## src/rtl/hw2_result_decoder_if.sv

```systemverilog
// hw2_result_decoder_if
//   Bundles the job-input and result-output handshakes of the hw2 result decoder.
//   master: producer/consumer side (drives the job, accepts the result).
//   slave : decoder side.
// Signals:
//   in_valid/in_ready : job handshake for d, b, c, s
//   d                 : MAC result (W_D bits)
//   b, c              : operand b and divisor c (W_OP bits)
//   s                 : 1 when d = (a + b) * c, 0 when d = (a - b) * c
//   out_valid/out_ready : result handshake
//   a_out, rem        : recovered a and remainder of d / c
//   exact, err_div0   : result quality flags
interface hw2_result_decoder_if #(
  parameter int unsigned W_OP = 8,
  parameter int unsigned W_D  = 16
) ();

  logic            in_valid;
  logic            in_ready;
  logic [W_D-1:0]  d;
  logic [W_OP-1:0] b;
  logic [W_OP-1:0] c;
  logic            s;

  logic            out_valid;
  logic            out_ready;
  logic [W_OP-1:0] a_out;
  logic [W_OP-1:0] rem;
  logic            exact;
  logic            err_div0;

  modport master (
    output in_valid, d, b, c, s, out_ready,
    input  in_ready, out_valid, a_out, rem, exact, err_div0
  );

  modport slave (
    input  in_valid, d, b, c, s, out_ready,
    output in_ready, out_valid, a_out, rem, exact, err_div0
  );

endinterface

```

## src/rtl/hw2_result_decoder.sv

```systemverilog
// hw2_result_decoder
//   Recovers operand a of the hw2 MAC from its result: d = (a +/- b) * c.
//   A restoring divider computes q = d / c over W_D cycles, then one fix-up cycle
//   forms a = q -/+ b. Valid/ready handshake on both the job and result sides.
// Ports:
//   clk   : rising-edge clock
//   reset : asynchronous active-low reset
//   bus   : hw2_result_decoder_if.slave (job inputs, result outputs, handshakes)
// Timing: accept edge to out_valid is W_D+2 cycles, or 1 cycle when c == 0.
module hw2_result_decoder #(
  parameter int unsigned W_OP = 8,
  parameter int unsigned W_D  = 16
) (
  input logic                clk,
  input logic                reset,
  hw2_result_decoder_if.slave bus
);

  localparam int unsigned CntW = $clog2(W_D);

  typedef enum logic [1:0] {
    StIdle,
    StDiv,
    StFix,
    StDone
  } state_e;

  state_e          state_q;
  logic [CntW-1:0] cnt_q;

  // q_q starts as the dividend and is shifted out MSB first while quotient bits shift in.
  logic [W_D-1:0]  q_q;
  logic [W_OP:0]   r_q;
  logic [W_OP-1:0] b_q;
  logic [W_OP-1:0] c_q;
  logic            s_q;

  logic            in_ready_q;
  logic            out_valid_q;
  logic [W_OP-1:0] a_out_q;
  logic [W_OP-1:0] rem_q;
  logic            exact_q;
  logic            err_div0_q;

  // One restoring division step.
  logic [W_OP:0]   r_shift;
  logic            step_ge;
  logic [W_OP:0]   r_step;
  logic [W_D-1:0]  q_step;

  // Fix-up results.
  logic [W_OP-1:0] a_fix;
  logic            q_fits;

  always_comb begin
    // r < c <= 2^W_OP - 1 after every step, so its low W_OP bits hold the whole value.
    r_shift = {r_q[W_OP-1:0], q_q[W_D-1]};
    step_ge = (r_shift >= {1'b0, c_q});
    r_step  = step_ge ? (r_shift - {1'b0, c_q}) : r_shift;
    q_step  = {q_q[W_D-2:0], step_ge};
  end

  always_comb begin
    a_fix  = s_q ? (q_q[W_OP-1:0] - b_q) : (q_q[W_OP-1:0] + b_q);
    // Quotient of a genuine (a +/- b) lies below 2^(W_OP+1).
    q_fits = ((q_q >> (W_OP + 1)) == '0);
  end

  always_ff @(posedge clk or negedge reset) begin
    if (!reset) begin
      state_q     <= StIdle;
      cnt_q       <= '0;
      q_q         <= '0;
      r_q         <= '0;
      b_q         <= '0;
      c_q         <= '0;
      s_q         <= 1'b0;
      in_ready_q  <= 1'b1;
      out_valid_q <= 1'b0;
      a_out_q     <= '0;
      rem_q       <= '0;
      exact_q     <= 1'b0;
      err_div0_q  <= 1'b0;
    end else begin
      unique case (state_q)
        StIdle: begin
          if (bus.in_valid && in_ready_q) begin
            b_q        <= bus.b;
            c_q        <= bus.c;
            s_q        <= bus.s;
            q_q        <= bus.d;
            r_q        <= '0;
            cnt_q      <= '0;
            in_ready_q <= 1'b0;
            if (bus.c == '0) begin
              // a is not recoverable; report immediately.
              err_div0_q <= 1'b1;
              a_out_q    <= '0;
              rem_q      <= '0;
              exact_q    <= 1'b0;
              state_q    <= StDone;
            end else begin
              state_q <= StDiv;
            end
          end
        end

        StDiv: begin
          q_q   <= q_step;
          r_q   <= r_step;
          cnt_q <= cnt_q + 1'b1;
          if (cnt_q == CntW'(W_D - 1)) begin
            state_q <= StFix;
          end
        end

        StFix: begin
          a_out_q    <= a_fix;
          rem_q      <= r_q[W_OP-1:0];
          exact_q    <= (r_q == '0) && q_fits;
          err_div0_q <= 1'b0;
          state_q    <= StDone;
        end

        StDone: begin
          // out_valid rises one cycle after entering DONE and holds until taken.
          if (!out_valid_q) begin
            out_valid_q <= 1'b1;
          end else if (bus.out_ready) begin
            out_valid_q <= 1'b0;
            in_ready_q  <= 1'b1;
            state_q     <= StIdle;
          end
        end

        default: begin
          state_q <= StIdle;
        end
      endcase
    end
  end

  assign bus.in_ready  = in_ready_q;
  assign bus.out_valid = out_valid_q;
  assign bus.a_out     = a_out_q;
  assign bus.rem       = rem_q;
  assign bus.exact     = exact_q;
  assign bus.err_div0  = err_div0_q;

endmodule

```

## src/flat_wrapper.sv

```systemverilog
// flat-port wrapper written by rule: the top's interface ports become plain ports
module hw2_result_decoder_flat 
#(
  parameter int unsigned W_OP = 8,
  parameter int unsigned W_D  = 16
)
  (clk, reset, bus_in_valid, bus_d, bus_b, bus_c, bus_s, bus_out_ready, bus_in_ready, bus_out_valid, bus_a_out, bus_rem, bus_exact, bus_err_div0);
  hw2_result_decoder_if #(.W_OP(W_OP), .W_D(W_D)) bus_i ();
  input logic clk;
  input logic reset;
  input wire logic [$bits(bus_i.in_valid)-1:0] bus_in_valid;
  input wire logic [$bits(bus_i.d)-1:0] bus_d;
  input wire logic [$bits(bus_i.b)-1:0] bus_b;
  input wire logic [$bits(bus_i.c)-1:0] bus_c;
  input wire logic [$bits(bus_i.s)-1:0] bus_s;
  input wire logic [$bits(bus_i.out_ready)-1:0] bus_out_ready;
  output wire logic [$bits(bus_i.in_ready)-1:0] bus_in_ready;
  output wire logic [$bits(bus_i.out_valid)-1:0] bus_out_valid;
  output wire logic [$bits(bus_i.a_out)-1:0] bus_a_out;
  output wire logic [$bits(bus_i.rem)-1:0] bus_rem;
  output wire logic [$bits(bus_i.exact)-1:0] bus_exact;
  output wire logic [$bits(bus_i.err_div0)-1:0] bus_err_div0;
  assign bus_i.in_valid = bus_in_valid;
  assign bus_i.d = bus_d;
  assign bus_i.b = bus_b;
  assign bus_i.c = bus_c;
  assign bus_i.s = bus_s;
  assign bus_i.out_ready = bus_out_ready;
  assign bus_in_ready = bus_i.in_ready;
  assign bus_out_valid = bus_i.out_valid;
  assign bus_a_out = bus_i.a_out;
  assign bus_rem = bus_i.rem;
  assign bus_exact = bus_i.exact;
  assign bus_err_div0 = bus_i.err_div0;
  hw2_result_decoder #(.W_OP(W_OP), .W_D(W_D)) u_core (.clk(clk), .reset(reset), .bus(bus_i));
endmodule
```

## config.mk

```make
export PLATFORM = sky130hd
export DESIGN_NAME = hw2_result_decoder_flat
export DESIGN_NICKNAME = d
export VERILOG_FILES = /design/src/rtl/hw2_result_decoder_if.sv /design/src/rtl/hw2_result_decoder.sv /design/src/flat_wrapper.sv
export SDC_FILE = /design/constraint.sdc
export NUM_CORES = 1
export LEC_CHECK = 0
export CELL_PAD_IN_SITES_DETAIL_PLACEMENT = 1
export CELL_PAD_IN_SITES_GLOBAL_PLACEMENT = 2
export CORE_ASPECT_RATIO = 0.7
export CORE_MARGIN = 4
export CORE_UTILIZATION = 34
export CTS_CLUSTER_SIZE = 8
export DETAILED_ROUTE_END_ITERATION = 12
export PLACE_DENSITY = 0.79
export SYNTH_ARGS = -nofsm -noshare
export SYNTH_HDL_FRONTEND = slang
export SYNTH_SLANG_ARGS = --single-unit
```

## constraint.sdc

```tcl
create_clock -name clk -period 2.8 [get_ports clk]
set_input_delay 0.56 -clock clk [delete_from_list [all_inputs] [get_ports clk]]
set_output_delay 0.56 -clock clk [all_outputs]
set_load 0.005 [all_outputs]
```

* After elaboration in Yosys (flattened, before gate mapping)
Index checks and enable logic that the tools add are counted.
** Storage, ports and cells
- Register bits :: 68
- Input bits :: 37
- Output and inout port bits :: 20
- Logic and storage cells :: 71
** Operators by class
- $add $sub $neg :: 4
- Magnitude comparators :: 1
- Equal/unequal tests :: 9
- Mux-type cells :: 30
- Reduce and logical (&&, ||, !) cells :: 14
** Operators with widths (count)
- 16-bit case mux with 2 select lines :: 1
- 8-bit case mux with 2 select lines :: 2
- 8-bit two-way mux :: 3
- 9-bit two-way mux :: 2
- 9-bit case mux with 2 select lines :: 1
- 16-bit zero test :: 1
- 16-bit two-way mux :: 1
- 2-bit two-way mux :: 5
- 9-bit by 8-bit >= comparator with 1-bit output :: 1
- 9-bit zero test :: 1
- 1-bit two-way mux :: 9
- 9-bit by 8-bit subtractor with 9-bit output :: 1
- 8-bit adder :: 1
- 8-bit zero test :: 1
- 2-bit by 1-bit != test with 1-bit output, second input constant :: 4
- 2-bit case mux with 4 select lines :: 1
- 4-bit case mux with 2 select lines :: 1
- 4-bit AND reduction :: 2
- 8-bit subtractor :: 1
- 1-bit case mux with 2 select lines :: 3
- 2-bit nonzero test :: 3
- 4-bit by 1-bit adder with 4-bit output, second input constant :: 1
- 2-bit equality test, second input constant :: 2
- 4-bit equality test, second input constant :: 1
- other kinds (7) :: 9

* Depth between registers and ports, before layout
- Depth after elaboration :: 4
- Gate-level depth with buffers :: 10
- Mapped depth without buffers :: 10

* Worst setup path before layout
No wires, ideal clock.
- Path kind :: reg2reg
- Start point :: register u_core.b_q[0]
- End point :: register u_core.a_out_q[6], in the netlist u_core.bus.a_out[6]
- Library setup time :: 0.110 ns
- Arrival :: 2.183 ns
- Required time :: 2.690 ns
- Path slack :: 0.506 ns
- Cell stages (with the launch flop) :: 10
- Buffers on the path :: 0
- Period minus slack after synthesis :: 2.294 ns
- Cells stage by stage :: dfrtp_1 inv_1 ha_1 mux2_2 fa_1 nor2b_1 o31a_1 o21ai_0 nor3b_1 o41ai_1
** Between the ends
- Word-level cells in the longest chain between the ends :: 3
- Elaborated cells between the ends (all ways) :: 4
- Classes of those cells :: 2 x add/sub; 2 x mux
** Ends and longest elaborated chain
- start, declared :: RTL line hw2_result_decoder.sv:34 : logic [W_OP-1:0] b_q;
- start signal, assigned :: RTL line hw2_result_decoder.sv:88 : b_q <= bus.b;
- 8-bit adder or 8-bit subtractor (tied branches) :: RTL line hw2_result_decoder.sv:64 : a_fix = s_q ? (q_q[W_OP-1:0] - b_q) : (q_q[W_OP-1:0] + b_q);
- 8-bit two-way mux * :: RTL line hw2_result_decoder.sv:64
- 8-bit case mux with 2 select lines * :: RTL line hw2_result_decoder.sv:85 : unique case (state_q)
- end signal, assigned :: RTL line hw2_result_decoder.sv:118 : a_out_q <= a_fix;
- end, declared :: RTL line hw2_result_decoder.sv:40 : logic [W_OP-1:0] a_out_q;
Every way passes the cells marked *; elsewhere a longest branch is shown, timed or not.
A chain may end at the register's enable or synchronous reset.

* Worst setup path after layout
Ends and elaborated chain as after synthesis.

==> flow_metrics.py <==
metrics = {
    "layout": {
        "n_antenna_cell": 0,
        "finalNetCount": 526,
        "utilization_pct": 44.5,
        "area_delta_synth_final_pct": 26.7,
        "finalInstanceArea_sq_mm": 0.00495,
        "drive_above_1_share_pct": 11.5,
        "fillers": 1270,
    },
    "sta": {
        "finalSetupViolCount": 0,
        "skew_ns": 0.00639,
        "max_freq_ghz": 0.378,
        "period_needed_ns": 2.65,
        "rsz0062_at_grt": "false",
        "fin_crit_sh_pct": 94.5,
        "hold_slack_ns": 0.263,
        "tightest_slew_ns": 0.912,
        "slew_headroom_pct": 39.2,
        "drv_slew": 0,
        "hold_violations": 0,
        "setup_tns_ns": 0,
    },
    "clock_tree": {
        "cts.clk_slew.worst_paths_ns": 0.05,
        "clkLatencyLatePin_ns": 0.33,
        "cts_buffers": 9,
        "clkSinkCount": 68,
        "post_cts_buffers": 0,
        "htreeDepth": 3,
        "cts_tree": "yes",
        "holdBufCountCts": 0,
        "cts_max_path_buffers": 2,
        "cts-root-buf": "clkbuf_16",
    },
    "worst_setup_path": {
        "crit_path_cell_trace": "inv_1 -> ha_1 -> mux2_2 -> fa_1 -> nor2b_2 -> o31a_1 -> o21ai_0 -> nor3b_1 -> o41ai_1",
        "r2r_setup_slack_ns": 0.15,
        "worstPathMaxFanout": 5,
        "cp-start-kind": "flop",
        "cp-startpoint": "u_core.b_q[0]",
        "rr_startpoint": "u_core.b_q[0]",
        "r2r_end": "u_core.bus.a_out[6]",
        "slowest_delay_ns": 0.44,
        "cp.required_ns": 3.01,
        "crit_slowest_cell": "fa_1",
        "end_kind": "flop",
        "path_class": "reg -> reg",
        "timing.critical_path.buf_inv": 1,
        "cp_top_family": "adder cells",
        "reg2regPathDepth": 9,
        "arrival_ns": 2.86,
    },
    "pwr": {
        "p_comb_share_pct": 57.3,
        "power_density_mw_per_mm2": 1330,
        "ir_drop_v": 0.000409,
        "seqPwrFrac_pct": 27.7,
        "swShare_pct": 43.4,
        "p_sw_w": 0.00287,
        "internal_power_w": 0.00374,
        "power.share.clock_pct": 15.0,
        "leakage_nw": 2.10,
    },
    "synth": {
        "synth_compound_area_share_pct": 18.3,
        "synth_xor_area_share_pct": 2.46,
        "synthesis.nets": 464,
        "ys_top_cells_by_area": "dfrtp_1 (43%), ha_1 (6.7%), nand2_1 (5.8%)",
        "synth_cell_type_count": 52,
        "synthFlopType": "dfrtp_1",
        "synthAdderAreaFrac_pct": 7.75,
        "syn_inst": 404,
        "synth_edf_count": 0,
        "netlist_area_sq_mm": 0.00391,
        "synth_top_area_share_pct": 42.9,
        "synthMuxAreaShare_pct": 9.57,
        "ys_async_sr_fraction_pct": 100,
        "synth-simple-area-share_pct": 14.0,
        "synth_top_family_by_area": "compound AO/OA/AOI/OAI gates",
        "yosysSeqAreaShare_pct": 43.6,
        "ys_ff_latch": 68,
        "synth_largest_area_cell": "dfrtp_1",
        "syn_area_per_cell_sq_um": 9.68,
        "synth_warnings": 0,
    },
    "detailed_routing": {
        "wire_per_inst_um": 17.5,
        "vias": 3191,
        "drt_iter0_drc": 182,
        "wl_um": 10900,
        "detail-route-antenna-nets": 0,
        "post_drt_via_cell_ratio": 5.11,
        "first_pass_iters": 4,
        "drc": 0,
    },
    "status": {
        "run_status": "finished, final reports clean",
    },
    "die": {
        "rows": 32,
        "io_pins": 57,
        "core_area_sq_mm": 0.0111,
        "dieArea_sq_mm": 0.0133,
        "dieHeight_um": 97.7,
        "dieWidth_um": 136,
        "initial_core_util_pct": 35.1,
    },
    "global_routing": {
        "gr-total-overflow": 0,
        "grt_max_degree": 43,
        "grt_pass1_vias": 3407,
        "grt_pass1_wl_um": 18400,
        "antenna_found_initial": 0,
        "track_usage_pct": 17.5,
    },
    "place": {
        "port_buffers": 56,
        "place_area_sq_mm": 0.00469,
        "hpwl_um": 8410,
        "routabilityCongestion": 0.768,
    },
    "hold_path": {
        "hold_path_class": "in -> async",
    },
    "flow_run": {
        "cap_violations": 0,
    },
}
==> cell usage in the layout (no fill, tap or decap), types with 4 or more instances in the layout <==
| cell | synthesis | final |
|---|---|---|
| o211ai_1 | 10 | 10 |
| mux2i_1 | 16 | 16 |
| o41ai_1 | 5 | 5 |
| o21a_1 | 8 | 8 |
| clkbuf_16 | 0 | 9 |
| inv_1 | 21 | 21 |
| buf_4 | 0 | 11 |
| or4_1 | 4 | 4 |
| o21ai_0 | 45 | 45 |
| mux2_2 | 19 | 19 |
| nand2_1 | 60 | 60 |
| a31oi_1 | 4 | 4 |
| nor3_1 | 10 | 10 |
| ha_1 | 21 | 21 |
| nor2_1 | 14 | 14 |
| dfrtp_1 | 67 | 66 |
| clkbuf_1 | 7 | 4 |
| clkdlybuf4s50_1 | 0 | 55 |
| a21oi_1 | 9 | 8 |
| a21o_1 | 4 | 4 |
| nand3_1 | 8 | 8 |
| xnor2_1 | 10 | 10 |
==> state kept, by name (all words and copies together) (netlist names) <==
name,cells
u_core.c_q,8
u_core.bus.out_valid,1
u_core.q_q,16
u_core.b_q,8
u_core.r_q,9
u_core.state_q,2
u_core.s_q,1
u_core.bus.exact,1
u_core.bus.in_ready,1
u_core.cnt_q,4
u_core.bus.a_out,8
u_core.bus.rem,8
u_core.bus.err_div0,1
==> metrics by stage <==
step	worst slack, ns	cells	total power [W]
2_1_floorplan	0.506	404	0.00435
3_3_place_gp	0.168	608	0.00546
3_5_place_dp	0.0614	608	0.00560
4_1_cts	0.0384	624	0.00664
5_1_grt	0.00170	624	0.00722
6_report	0.153	624	0.00661
==> worst max-delay path by stage <==
stage,endpoint,depth (start not counted)
after floorplan,u_core.bus.a_out[6],9
after global placement,u_core.bus.a_out[6],9
after detailed placement,u_core.bus.a_out[6],9
after CTS,u_core.bus.a_out[6],9
after global routing,u_core.bus.a_out[5],10
final,u_core.bus.a_out[6],9
==> final cells by class <==
class	count	area [sq um]	share of cell area [%]
Clock buffer	13	240	4.85
Sequential cell	68	1700	34.4
Timing Repair Buffer	69	678	13.7
Inverter	22	82.6	1.67
Clock inverter	3	15.0	0.303
Multi-Input combinational cell	296	2040	41.2
Tap cell	153	191	3.86
==> kinds of logic (layout without fill, tap and decap cells) <==
family,count (synthesis),count (layout)
AO/OA/AOI/OAI,110,110
AND/OR/NAND/NOR,117,117
buffers and inverters,40,107
adder cells (fa/ha/maj),23,23
XOR/XNOR,11,11
multiplexers,35,35
flip-flops,68,68
==> routing by layer <==
metal	wire, um	vias up	track usage [%]
met5	0	-	0
met2	4480	56	24.0
met4	42	0	3.95
li1	-	1574	-
met3	421	7	3.67
met1	5980	1554	27.7
==> cell usage after synthesis, types with 3 or more instances <==
| library cell | count |
|---|---|
| dfrtp_1 | 67 |
| nand2_1 | 60 |
| o21ai_0 | 45 |
| ha_1 | 21 |
| inv_1 | 21 |
| mux2_2 | 19 |
| mux2i_1 | 16 |
| nor2_1 | 14 |
| nor3_1 | 10 |
| o211ai_1 | 10 |
| xnor2_1 | 10 |
| a21oi_1 | 9 |
| buf_2 | 9 |
| nand3_1 | 8 |
| o21a_1 | 8 |
| clkbuf_1 | 7 |
| o41ai_1 | 5 |
| a21o_1 | 4 |
| a31oi_1 | 4 |
| nor2b_1 | 4 |
| or4_1 | 4 |
| a211oi_1 | 3 |
| a21boi_0 | 3 |
| nor4_1 | 3 |
| o22ai_1 | 3 |
| o31a_1 | 3 |
| o31ai_1 | 3 |
==> worst reg2reg max path, cell delays in order, from the launching register on <==
cell and delay [ns]:
dfrtp_2 0.43, inv_1 0.09, ha_1 0.31, mux2_2 0.33, fa_1 0.44, nor2b_2 0.19
o31a_1 0.17, o21ai_0 0.10, nor3b_1 0.15, o41ai_1 0.31
==> power by group through the flow <==
stage | Sequential, W | Combinational, W | Clock, W
floorplan | 0.00172 | 0.00264 | 0
global placement | 0.00183 | 0.00363 | 0
detailed placement | 0.00185 | 0.00375 | 0
CTS | 0.00183 | 0.00378 | 0.00102
global route | 0.00191 | 0.00425 | 0.00106
finish | 0.00183 | 0.00379 | 0.000991
==> repair_timing <==
item / 4_1_cts / 5_1_grt
resized for setup: 0 / 2
endpoints found under the hold margin: 0 / 0
endpoints found under the setup margin: 0 / 2
No activity file was read; power rests on OpenSTA's default activity.
